--- config.mk ---
export PLATFORM = sky130hd
export DESIGN_NAME = multiply_seq_flat
export DESIGN_NICKNAME = d
export VERILOG_FILES = /design/src/rtl/multiply_seq_if.sv /design/src/rtl/multiply_seq.sv /design/src/flat_wrapper.sv
export SDC_FILE = /design/constraint.sdc
export NUM_CORES = 1
export LEC_CHECK = 0
export CORE_MARGIN = 2
export CORE_UTILIZATION = 40
export CTS_CLUSTER_SIZE = 16
export DETAILED_ROUTE_END_ITERATION = 8
export DONT_BUFFER_PORTS = 1
export PLACE_DENSITY = 0.57
export SLEW_MARGIN = 20
export SYNTH_ARGS = -nofsm -noshare
export SYNTH_HDL_FRONTEND = slang
export SYNTH_SLANG_ARGS = --single-unit
export TNS_END_PERCENT = 5
--- constraint.sdc ---
create_clock -name clk -period 3.1 [get_ports clk]
set_input_delay 0.155 -clock clk [delete_from_list [all_inputs] [get_ports clk]]
set_output_delay 0.155 -clock clk [all_outputs]
set_load 0.05 [all_outputs]
--- src/rtl/multiply_seq_if.sv ---
// multiply_seq_if: operand/result handshake bundle for multiply_seq.
//   in_valid/in_ready  operand handshake (a, b, is_signed qualified by in_valid)
//   out_valid/out_ready result handshake (p qualified by out_valid)
//   busy               multiplier is iterating
// Modports: master = operand producer / result consumer, slave = multiplier.
interface multiply_seq_if #(
    parameter int unsigned WIDTH = 8
) ();
    logic               in_valid;
    logic               in_ready;
    logic [WIDTH-1:0]   a;
    logic [WIDTH-1:0]   b;
    logic               is_signed;
    logic               out_valid;
    logic               out_ready;
    logic [2*WIDTH-1:0] p;
    logic               busy;

    modport master (
        output in_valid, a, b, is_signed, out_ready,
        input  in_ready, out_valid, p, busy
    );

    modport slave (
        input  in_valid, a, b, is_signed, out_ready,
        output in_ready, out_valid, p, busy
    );
endinterface

--- src/rtl/multiply_seq.sv ---
// multiply_seq: iterative shift-add multiplier, WIDTH x WIDTH -> 2*WIDTH bits.
// Signed operands are multiplied as magnitudes and the sign is applied at the end.
// Ports:
//   clk    rising-edge clock
//   rst_n  asynchronous active-low reset
//   bus    multiply_seq_if slave: operand handshake, result handshake, busy
// Latency is WIDTH cycles from accept to out_valid; no early exit on zero operands.
module multiply_seq #(
    parameter int unsigned WIDTH = 8
) (
    input logic           clk,
    input logic           rst_n,
    multiply_seq_if.slave bus
);
    localparam int unsigned CntW = $clog2(WIDTH + 1);

    typedef enum logic [1:0] {StIdle, StRun, StDone} state_e;

    state_e             state_q, state_d;
    logic [2*WIDTH-1:0] sh_a_q, sh_a_d;   // mag_a pre-shifted by (WIDTH - count)
    logic [WIDTH-1:0]   mag_b_q, mag_b_d;
    logic [2*WIDTH-1:0] acc_q, acc_d;
    logic [CntW-1:0]    cnt_q, cnt_d;
    logic               neg_q, neg_d;
    logic [2*WIDTH-1:0] p_q, p_d;

    logic [WIDTH-1:0]   abs_a, abs_b;
    logic [2*WIDTH-1:0] sum;

    always_comb begin
        state_d = state_q;
        sh_a_d  = sh_a_q;
        mag_b_d = mag_b_q;
        acc_d   = acc_q;
        cnt_d   = cnt_q;
        neg_d   = neg_q;
        p_d     = p_q;

        // Negating the most negative value wraps to 2^(WIDTH-1), which is the
        // correct unsigned magnitude.
        abs_a = (bus.is_signed && bus.a[WIDTH-1]) ? -bus.a : bus.a;
        abs_b = (bus.is_signed && bus.b[WIDTH-1]) ? -bus.b : bus.b;
        sum   = acc_q + (mag_b_q[0] ? sh_a_q : '0);

        unique case (state_q)
            StIdle: begin
                if (bus.in_valid) begin
                    state_d = StRun;
                    neg_d   = bus.is_signed & (bus.a[WIDTH-1] ^ bus.b[WIDTH-1]);
                    sh_a_d  = {{WIDTH{1'b0}}, abs_a};
                    mag_b_d = abs_b;
                    acc_d   = '0;
                    cnt_d   = CntW'(WIDTH);
                end
            end
            StRun: begin
                acc_d   = sum;
                sh_a_d  = sh_a_q << 1;
                mag_b_d = mag_b_q >> 1;
                cnt_d   = cnt_q - CntW'(1);
                if (cnt_q == CntW'(1)) begin
                    state_d = StDone;
                    p_d     = neg_q ? -sum : sum;
                end
            end
            StDone: begin
                if (bus.out_ready) begin
                    state_d = StIdle;
                end
            end
            default: state_d = StIdle;
        endcase
    end

    always_ff @(posedge clk or negedge rst_n) begin
        if (!rst_n) begin
            state_q <= StIdle;
            sh_a_q  <= '0;
            mag_b_q <= '0;
            acc_q   <= '0;
            cnt_q   <= '0;
            neg_q   <= 1'b0;
            p_q     <= '0;
        end else begin
            state_q <= state_d;
            sh_a_q  <= sh_a_d;
            mag_b_q <= mag_b_d;
            acc_q   <= acc_d;
            cnt_q   <= cnt_d;
            neg_q   <= neg_d;
            p_q     <= p_d;
        end
    end

    assign bus.in_ready  = (state_q == StIdle);
    assign bus.out_valid = (state_q == StDone);
    assign bus.busy      = (state_q == StRun);
    assign bus.p         = p_q;
endmodule

--- src/flat_wrapper.sv ---
// flat-port wrapper written by rule: the top's interface ports become plain ports
module multiply_seq_flat 
#(
    parameter int unsigned WIDTH = 8
)
  (clk, rst_n, bus_in_valid, bus_a, bus_b, bus_is_signed, bus_out_ready, bus_in_ready, bus_out_valid, bus_p, bus_busy);
  multiply_seq_if #(.WIDTH(WIDTH)) bus_i ();
  input logic clk;
  input logic rst_n;
  input wire logic [$bits(bus_i.in_valid)-1:0] bus_in_valid;
  input wire logic [$bits(bus_i.a)-1:0] bus_a;
  input wire logic [$bits(bus_i.b)-1:0] bus_b;
  input wire logic [$bits(bus_i.is_signed)-1:0] bus_is_signed;
  input wire logic [$bits(bus_i.out_ready)-1:0] bus_out_ready;
  output wire logic [$bits(bus_i.in_ready)-1:0] bus_in_ready;
  output wire logic [$bits(bus_i.out_valid)-1:0] bus_out_valid;
  output wire logic [$bits(bus_i.p)-1:0] bus_p;
  output wire logic [$bits(bus_i.busy)-1:0] bus_busy;
  assign bus_i.in_valid = bus_in_valid;
  assign bus_i.a = bus_a;
  assign bus_i.b = bus_b;
  assign bus_i.is_signed = bus_is_signed;
  assign bus_i.out_ready = bus_out_ready;
  assign bus_in_ready = bus_i.in_ready;
  assign bus_out_valid = bus_i.out_valid;
  assign bus_p = bus_i.p;
  assign bus_busy = bus_i.busy;
  multiply_seq #(.WIDTH(WIDTH)) u_core (.clk(clk), .rst_n(rst_n), .bus(bus_i));
endmodule
== Word-level counts from Yosys, hierarchy flattened ==
Cells that the tools add are included.

* Word-level logic and storage cells: 44
* Output and inout bits: 19
* Register bits: 63

* $add $sub $neg: 5
* Bitwise gates (word level): 2
* Mux-type cells: 16
* Equality and inequality tests: 6
* Reduce and logical (&&, ||, !) cells: 8

{| class="wikitable"
|+ Operators by type and width
! operator !! count
|-
| two-way mux 16 bit || 4
|-
| one-hot mux 16 bit (2 select lines) || 2
|-
| two-way mux 8 bit || 3
|-
| adder 16 bit || 1
|-
| negator 16 bit || 1
|-
| negator 8 bit || 2
|-
| one-hot mux 8 bit (2 select lines) || 1
|-
| one-hot mux 4 bit (2 select lines) || 1
|-
| two-way mux 2 bit || 3
|-
| one-hot mux 2 bit (3 select lines) || 1
|-
| AND reduction 2 bit || 3
|-
| equality test 4 x 1 -> 1 bit (second input constant) || 1
|-
| two-way mux 4 bit || 1
|-
| inequality test 2 bit (second input constant) || 2
|-
| subtractor 4 x 1 -> 4 bit (second input constant) || 1
|-
| AND reduction 3 bit || 1
|-
| equality test 2 x 1 -> 1 bit (second input constant) || 1
|-
| equality test 2 bit (second input constant) || 1
|-
| logical AND 1 bit || 2
|-
| logical NOT 2 bit || 1
|-
| inequality test 2 x 1 -> 1 bit (second input constant) || 1
|-
| nonzero test 2 bit || 1
|-
| bitwise AND 1 bit || 1
|-
| XOR 1 bit || 1
|}

== Logic depth before layout (Yosys ltp) ==
Gate-level depths: netlist of run 1.

* Word-level depth: 4
* Depth in mapped cells: 12

== Worst setup path after synthesis of run 1 ==
No wires, ideal clock.

* Kind: register -> register
* Start: reg u_core.mag_b_q[0]
* End: reg u_core.p_q[15] (netlist: u_core.bus.p[15])
* Required time: 3.024 ns
* Slack: -0.035 ns
* Stages on the path, launching flop included: 13
* Library setup time: 0.076 ns
* Data arrival time: 3.058 ns
* Cells stage by stage: dfrtp_1 clkbuf_1 and2_1 ha_1 fa_1 a21oi_1 o21ai_0 a221o_1 xnor2_4 o2111ai_2 o41a_1 xor2_1 o21ai_1

* Longest elaborated chain between the ends: 4

{| class="wikitable"
|+ RTL lines
! item !! RTL line !! RTL
|-
| start: declaration || multiply_seq.sv:21 || <nowiki>logic [WIDTH-1:0] mag_b_q, mag_b_d;</nowiki>
|-
| start signal: assignment || multiply_seq.sv:87 || <nowiki>mag_b_q <= mag_b_d;</nowiki>
|-
| two-way mux 16 bit (*) || multiply_seq.sv:43 || <nowiki>sum = acc_q + (mag_b_q[0] ? sh_a_q : '0);</nowiki>
|-
| adder 16 bit (*) || multiply_seq.sv:43 ||
|-
| negator 16 bit || multiply_seq.sv:63 || <nowiki>p_d = neg_q ? -sum : sum;</nowiki>
|-
| two-way mux 16 bit (*) || multiply_seq.sv:63 ||
|-
| end signal: assignment || multiply_seq.sv:91 || <nowiki>p_q <= p_d;</nowiki>
|-
| end: declaration || multiply_seq.sv:25 || <nowiki>logic [2*WIDTH-1:0] p_q, p_d;</nowiki>
|}

Mark *: on every way between the ends. The rest lies on a longest branch, timed or not.
A chain may end at the register's enable or synchronous reset.

== Worst setup path after layout of run 1 ==
Same ends and word-level chain as after synthesis.

==> impl_metrics.toml, run 1 <==
[floorplan]
start_util_pct = 41.3
chipHeight_um = 105
core_mm2 = 0.00977
die_w_um = 105
rows = 36
dieArea_mm2 = 0.0109
pin_count = 40

[cells_and_area]
drive_above_1_share_pct = 16.3
fillCellCount = 994
syn_to_final_growth_pct = 15.2
final_common_cell = "nand2_1"
num_antenna_cells = 0
nets = 510
layout_common_cells = "nand2_1, dfrtp_1, o21ai_0, buf_4, xnor2_1"
stdcell_count = 604
fin_util_pct = 47.6

[power]
vdd_drop_max_mv = 0.494
total_power_mw = 5.41
power.leakage_nw = 2.01
power_density_mw_per_mm2 = 1160

[sta]
fin_ws_ps = 76.9
finalCritPeriodShare_pct = 97.5
rsz0062_at_grt = "yes"
fin_crit_ps = 3020
finClkSkew_ps = 14.5
maxSlewHeadroom_pct = 46.2
max_freq_mhz = 331
final-hold-violation-count = 0
whs_ps = 6.49
worst_pin_slew_ps = 804
slew_violations = 0
setup-violations-final = 0

[logic_synthesis]
ys_seq_area_share_pct = 39.0
syn_inst = 444
yosys_warnings = 0
synthArstFlopShare_pct = 100
synth_ff_type = "dfrtp_1"
syn_avg_cell_area_um2 = 9.10
synthTopCellsByArea = "dfrtp_1, o21ai_0, ha_1, nand2_1, xnor2_1"
syn_nets = 486
synth_area_mm2 = 0.00404
ys_seq_elements = 63
synth_edf_count = 0
netlist.area_leader.share_pct = 39.0
synth.distinct_cells = 63
yosys.area.top_type = "dfrtp_1"

[cts]
cts_tree = "yes"
htreeDepth = 3
clockRootBuffer = "clkbuf_8"
numCtsBuffers = 9
clock_sinks = 63
cts_buffer_depth = 2
clk_latency_ps = 340
clk_pin_slew_ps = 70

[placed_design]
dpl.hpwl_um = 6450
numPortBuffers = 0
gp_congestion = 0.887
place_ws_ps = -69.2
dp.cells = 580

[detailed_routing]
dr.pass1.iters = 4
drc = 0
drt_iter0_markers = 99
detail_route.wl_per_cell_um = 14.9
vias = 3211
wirelength_um = 9010
final_antenna_net_count = 0
viasPerCell = 5.32

[outcome]
status = "complete, no violations"

[critical_path]
critPathArrivalTime_ps = 3240
crit_fanout = 7
start_kind = "flop"
crit_required_ps = 3310
criticalPathCategory = "reg2reg"
crit_path_end_kind = "flop"

[global_route]
overflow = 0
grt_use_total_pct = 17.2
grt_pass1_wl_um = 15300
antenna_found_initial = 0
grt_pass1_vias = 3195
grt_max_degree = 64

[run]
drv_cap = 0

[worst_hold_path]
min_path_type = "in2reg"
[state kept, by name (all words and copies together), names as in the netlist]
name	count
u_core.bus.p	16
u_core.cnt_q	4
u_core.acc_q	16
u_core.neg_q	1
u_core.mag_b_q	8
u_core.state_q	2
u_core.sh_a_q	16
[layout make-up]
type / count / area (um^2) / area share, %
Sequential cell: 63 / 1580 / 33.9
Inverter: 12 / 45.0 / 0.967
Clock buffer: 10 / 138 / 2.96
Clock inverter: 4 / 23.8 / 0.511
Tap cell: 133 / 166 / 3.57
Timing Repair Buffer: 35 / 295 / 6.34
Multi-Input combinational cell: 347 / 2410 / 51.8
[Yosys cell counts (4+ instances only)]
library cell and number:
nand2_1 64, dfrtp_1 63, o21ai_0 58, xnor2_1 22, ha_1 20, nand3_1 20, and2_1 17, clkbuf_1 15
nor2_1 15, a21oi_1 14, a22oi_1 13, xor2_1 13, inv_1 11, a211oi_1 6, a31oi_1 6, nor3_1 6
o31ai_1 6, a21o_1 5, a22o_1 5, nand2b_1 5, or3_1 4
[final timing paths]
| path | start | end | slack [ps] | cells past startpoint |
|---|---|---|---|---|
| max | u_core.mag_b_q[0] | u_core.bus.p[15] | 80 | 11 |
| min | bus_b[7] | u_core.neg_q | 6 | 3 |
| max reg2reg | u_core.mag_b_q[0] | u_core.bus.p[15] | 80 | 11 |
| min reg2reg | u_core.acc_q[10] | u_core.acc_q[10] | 490 | 2 |
| max in group asynchronous | rst_n | u_core.mag_b_q[0] | 2420 | 2 |
| min in group asynchronous | rst_n | u_core.bus.p[4] | 370 | 2 |
[layer usage]
metal	wire [um]	vias up	GRT usage [%]
li1	-	1636	-
met1	4570	1514	23.9
met2	4030	53	27.1
met3	321	8	3.82
met4	93	0	4.44
met5	0	-	0
[critical path, cell delays in order (launching register included)]
cell and delay [ps]:
dfrtp_2 430, clkbuf_2 140, and2_1 180, ha_1 310, nand2_1 120, o31a_1 330
a2111o_1 470, o211ai_4 110, o2111ai_4 160, o41a_1 400, xor2_1 170, o21ai_1 80
[power breakdown]
group | switching (mW) | internal [mW] | leakage [nW] | total [mW]
logic | 1.68 | 1.34 | 1.12 | 3.02
registers | 0.588 | 1.18 | 0.800 | 1.77
clock network | 0.326 | 0.300 | 0.0877 | 0.626
[cells by family (layout without fill, tap and decap cells)]
kind of cell / count (synthesis) / after routing / synth area share, %
AO/OA/AOI/OAI: 139 / 139 / 23.2
XOR/XNOR: 36 / 36 / 8.27
adder cells (fa/ha/maj): 21 / 21 / 6.69
buffers and inverters: 34 / 61 / 4.27
flip-flops: 63 / 63 / 39.0
multiplexers: 4 / 4 / 1.02
AND/OR/NAND/NOR: 147 / 147 / 17.6
[per-stage QoR]
stage / TNS (ps) / instance area, um^2
after floorplan: 0 / 4050
after global placement: 0 / 4270
after detailed placement: -69.2 / 4270
after CTS: 0 / 4540
after global routing: -277 / 4660
final: 0 / 4660
[timing repair]
| item | CTS | global route |
|---|---|---|
| resized for setup | 4 | 21 |
| cloned | 0 | 0 |
| setup buffers | 1 | 2 |
| pin swaps | 2 | 3 |
| endpoints found under the hold margin | 68 | 0 |
| endpoints found under the setup margin | 1 | 7 |
| hold buffers | 7 | 0 |
No activity file was read; power rests on OpenSTA's default activity.
==> inputs of run 2 (changes only) <==
- PLACE_DENSITY: 0.57 -> 0.6
- REMOVE_ABC_BUFFERS: unset -> 1
==> run 2 against run 1 <==
  * Routed wire length up 4.3%
  * Critical path type unchanged
  * Largest power group unchanged
  * Clock-buffer cell count rose by 2
  * Clock power grew 32%
  * Combinational power rose by 6%
  * Sequential share of layout area fell by 1.5 points
  * Cell area is 4.6% higher
  * Total power is 7.3% higher
  * Critical path depth fell by 1
  * Non-clock buffer count grew 3
  * Setup slack gained 73 ps
  * Sequential cell count did not move
  * First-iteration DRC count rose by 24%
==> impl_metrics.toml, run 2 (same netlist as run 1, synthesis figures left out) <==
[outcome]
status = "complete, no violations"

[floorplan]
die_w_um = 105
core_mm2 = 0.00977
start_util_pct = 41.3
pin_count = 40
chipHeight_um = 105
rows = 36
dieArea_mm2 = 0.0109

[cts]
numCtsBuffers = 9
cts_tree = "yes"
clk_latency_ps = 340
htreeDepth = 3
clk_pin_slew_ps = 70
cts_buffer_depth = 2
clock_sinks = 63
clockRootBuffer = "clkbuf_8"

[sta]
final-hold-violation-count = 0
maxSlewHeadroom_pct = 42.9
finClkSkew_ps = 8.15
setup-violations-final = 0
max_freq_mhz = 339
fin_crit_ps = 2950
setup_tns_ps = 0
slew_violations = 0
finalCritPeriodShare_pct = 95.2
worst_pin_slew_ps = 855

[detailed_routing]
wirelength_um = 9400
dr.pass1.iters = 4
final_antenna_net_count = 0
detail_route.wl_per_cell_um = 15.5
vias = 3344
drt_iter0_markers = 123
drc = 0
viasPerCell = 5.50

[critical_path]
crit_chain = "and2_1, ha_2, nor2_2, o31a_1, a2111o_1, o211ai_4, o2111ai_4, o41a_1, xor2_1, o21ai_1"
r2r_start = "u_core.mag_b_q[0]"
r2r_cells = 10
crit_fanout = 6
start_kind = "flop"
crit_required_ps = 3350
critPathArrivalTime_ps = 3200
r2r_slack_ps = 150
criticalPathCategory = "reg2reg"
crit_slowest_cell = "a2111o_1"
crit_path_end_kind = "flop"
slowest_delay_ps = 480
r2r-end = "u_core.bus.p[15]"

[placed_design]
dpl.hpwl_um = 6550
gp_congestion = 0.848
dp.cells = 578
numPortBuffers = 0

[power]
vdd_drop_max_mv = 0.463
total_power_mw = 5.81
power.leakage_nw = 2.07
power_density_mw_per_mm2 = 1190

[cells_and_area]
drive_above_1_share_pct = 20.6
num_antenna_cells = 0
stdcell_count = 608
syn_to_final_growth_pct = 20.5
final_common_cell = "nand2_1"
nets = 513
layout_common_cells = "nand2_1, dfrtp_1, o21ai_0, buf_4"
fillCellCount = 954

[global_route]
overflow = 0
grt_pass1_wl_um = 15900
antenna_found_initial = 0
grt_pass1_vias = 3403
grt_max_degree = 64
grt_use_total_pct = 17.8

[worst_hold_path]
min_to = "u_core.sh_a_q[2]"
min_path_type = "in2reg"
holdPathStages = 2
worstHoldStart = "bus_a[2]"

[run]
drv_cap = 0
-- run 2: critical path, delay by kind of cell, from the launching register on --
kind	cells	cell delay [ps]
xor gates and xnor gates	1	140
AOI/OAI and AO/OA	6	1620
adders and majority gates	1	400
DFF	1	430
and+or+nand+nor	2	260
-- run 2: final cells by class --
type,instances,area (um^2),area share (%)
clock inverter,3,65.1,1.34
inverter,12,45.0,0.925
sequential,63,1580,32.4
tap,133,166,3.42
timing repair buffer,38,324,6.65
multi-input combinational,347,2530,51.9
clock buffer,12,165,3.39
-- run 2: repair_timing --
| action | 4_1_cts | 5_1_grt |
|---|---|---|
| pin swaps | 2 | 13 |
| endpoints found under the setup margin | 2 | 9 |
| resized for setup | 4 | 47 |
| hold buffers | 8 | 0 |
| setup buffers | 1 | 6 |
| endpoints found under the hold margin | 69 | 0 |
-- run 2: power by group --
part	switching, mW	leakage, nW	internal [mW]
Combinational	1.76	1.16	1.45
Clock	0.311	0.118	0.513
Sequential	0.597	0.800	1.18
Total	2.67	2.07	3.14
-- run 2: worst max-delay path by stage --
stage,startpoint,to
finish,u_core.mag_b_q[0],u_core.bus.p[15]
detailed placement,u_core.mag_b_q[0],u_core.bus.p[15]
global placement,u_core.mag_b_q[0],u_core.bus.p[15]
floorplan,u_core.state_q[1],u_core.acc_q[12]
CTS,u_core.mag_b_q[0],u_core.bus.p[15]
global route,u_core.mag_b_q[0],u_core.bus.p[15]
-- run 2: per-stage QoR --
stage	hold WS, ps	util [%]	worst slack (ps)	instance area, um^2
6_report	14.0	49.8	150	4870
5_1_grt	9.42	49.8	-42.7	4870
4_1_cts	3.02	47.1	1.33	4600
3_5_place_dp	-140	43.5	-92.7	4250
3_3_place_gp	-139	43.5	11.2	4250
2_1_floorplan	-141	-	-260	3910
-- run 2: layer usage --
metal | up-vias | wire length [um] | GRT usage (%)
li1 | 1649 | - | -
met2 | 71 | 4400 | 29.1
met5 | - | 0 | 0
met3 | 16 | 396 | 4.14
met4 | 0 | 176 | 7.05
met1 | 1608 | 4430 | 22.8
==> inputs of run 3 (changes only) <==
- PLACE_DENSITY: 0.6 -> unset
- PLACE_DENSITY_LB_ADDON: unset -> 0.15
==> run 3 against run 2 <==
  * Global-route usage shrank 0.34 points
  * Fmax down 0.34%
  * Clock skew grew 3.4 ps
  * Hold slack worse by 3.1 ps
  * First-iteration DRC count fell by 11%
  * Combinational power fell by 7.2%
  * Setup slack worse by 9.9 ps
  * Clock power up 9.3%
  * Die area unchanged
  * Total power fell by 2.7%
  * Clock-buffer cell count fell by 1
  * Sequential power hardly changed
==> impl_metrics.toml, run 3 (same netlist as run 1, synthesis figures left out) <==
[critical_path]
start_kind = "flop"
r2r_slack_ps = 140
crit_fanout = 7
r2r_cells = 12
crit_path_end_kind = "flop"
critPathArrivalTime_ps = 3160
cp_common_cell = "o21ai_1"
crit_chain = "and2_4, ha_4, fa_2, a21oi_2, buf_4, o21ai_1, and4b_1, or2_2, o311ai_4, o41a_1, xor2_1, o21ai_1"
r2r-end = "u_core.bus.p[15]"
slowest_delay_ps = 420
crit_slowest_cell = "dfrtp_1"
criticalPathCategory = "reg2reg"
crit_required_ps = 3300
r2r_start = "u_core.mag_b_q[0]"

[power]
power.leakage_nw = 2.06
power_density_mw_per_mm2 = 1170
vdd_drop_max_mv = 0.377
total_power_mw = 5.65

[cts]
cts_buffer_depth = 2
clk_pin_slew_ps = 70
numCtsBuffers = 9
cts_tree = "yes"
clock_sinks = 63
clk_latency_ps = 360
htreeDepth = 3
clockRootBuffer = "clkbuf_8"

[global_route]
grt_use_total_pct = 17.5
grt_max_degree = 64
overflow = 0
antenna_found_initial = 0
grt_pass1_vias = 3175
grt_pass1_wl_um = 15300

[run]
drv_cap = 0

[detailed_routing]
drc = 0
dr.pass1.iters = 4
drt_iter0_markers = 109
final_antenna_net_count = 0
wirelength_um = 9100
viasPerCell = 5.31
vias = 3262
detail_route.wl_per_cell_um = 14.8

[sta]
final-hold-violation-count = 0
setup_tns_ps = 0
max_freq_mhz = 338
worst_pin_slew_ps = 864
fin_crit_ps = 2960
fin_ws_ps = 140
slew_violations = 0
maxSlewHeadroom_pct = 42.2
setup-violations-final = 0
rsz0062_at_grt = "yes"
finClkSkew_ps = 11.6
finalCritPeriodShare_pct = 95.5

[floorplan]
rows = 36
core_mm2 = 0.00977
dieArea_mm2 = 0.0109
start_util_pct = 41.3
chipHeight_um = 105
pin_count = 40
die_w_um = 105

[worst_hold_path]
worstHoldStart = "bus_b[6]"
holdPathStages = 2
min_to = "u_core.mag_b_q[6]"
min_path_type = "in2reg"

[cells_and_area]
syn_to_final_growth_pct = 19.6
final_common_cell = "nand2_1"
fin_util_pct = 49.4
finalInstanceArea_mm2 = 0.00483
nets = 518
drive_above_1_share_pct = 17.0
num_antenna_cells = 0
layout_common_cells = "nand2_1, dfrtp_1, o21ai_0, buf_4, xnor2_1"

[placed_design]
place_ws_ps = -60.7
dpl.hpwl_um = 6370
gp_congestion = 0.852
numPortBuffers = 0
placed_area_mm2 = 0.00428

[outcome]
status = "complete, no violations"
## run 3: cell count changes in the layout (fill, tap and decap cells not counted), sizes merged
| cell | change |
|---|---|
| dlygate4sd3 | +6 |
| clkinvlp | +2 |
| clkbuf | -1 |
| bufinv | +1 |
| clkinv | -1 |
| buf | -1 |
## run 3: area by class of cell
class	instances	area [um^2]
Fill cell	943	4940
Multi-Input combinational cell	347	2420
Sequential cell	63	1580
Timing Repair Buffer	43	375
Tap cell	133	166
Clock buffer	11	141
Clock inverter	5	105
Inverter	12	45.0
## run 3: worst max-delay path, delay by kind of cell, from the launching register on
kind / cells / cell delay (ps)
AO/OA/AOI/OAI: 5 / 830
AND/OR/NAND/NOR: 3 / 770
adder cells (fa/ha/maj): 2 / 520
buffers and inverters: 1 / 120
flip-flops: 1 / 420
XOR/XNOR: 1 / 140
## run 3: what timing repair did
| action | in CTS | in global routing |
|---|---|---|
| endpoints found under the setup margin | 1 | 9 |
| pin swaps | 0 | 11 |
| buffers inserted | 0 | 3 |
| hold buffers | 14 | 0 |
| gates resized for setup | 3 | 25 |
| hold endpoints to repair | 73 | 0 |
## run 3: power by group
part / internal (mW) / switching, mW
registers: 1.18 / 0.587
logic: 1.34 / 1.64
clock network: 0.556 / 0.346
## run 3: metal layers
| metal | wire length [um] | up-vias | GRT usage [%] |
|---|---|---|---|
| met3 | 276 | 13 | 3.63 |
| met1 | 4510 | 1531 | 23.7 |
| met2 | 4170 | 69 | 27.5 |
| li1 | - | 1649 | - |
| met4 | 152 | 0 | 6.37 |
| met5 | 0 | - | 0 |
## run 3: worst max-delay path by stage
| stage | from | end | cells past startpoint |
|---|---|---|---|
| 2_1_floorplan | u_core.state_q[1] | u_core.acc_q[12] | 4 |
| 3_3_place_gp | u_core.mag_b_q[0] | u_core.bus.p[15] | 11 |
| 3_5_place_dp | u_core.mag_b_q[0] | u_core.bus.p[15] | 11 |
| 4_1_cts | u_core.mag_b_q[0] | u_core.bus.p[15] | 11 |
| 5_1_grt | u_core.mag_b_q[0] | u_core.bus.p[15] | 12 |
| 6_report | u_core.mag_b_q[0] | u_core.bus.p[15] | 12 |
## run 3: metrics by stage
stage | hold WS, ps | cells
after floorplan | -141 | 422
after global placement | -139 | 581
after detailed placement | -138 | 581
after CTS | 4.97 | 611
after global routing | 16.2 | 614
final | 10.9 | 614
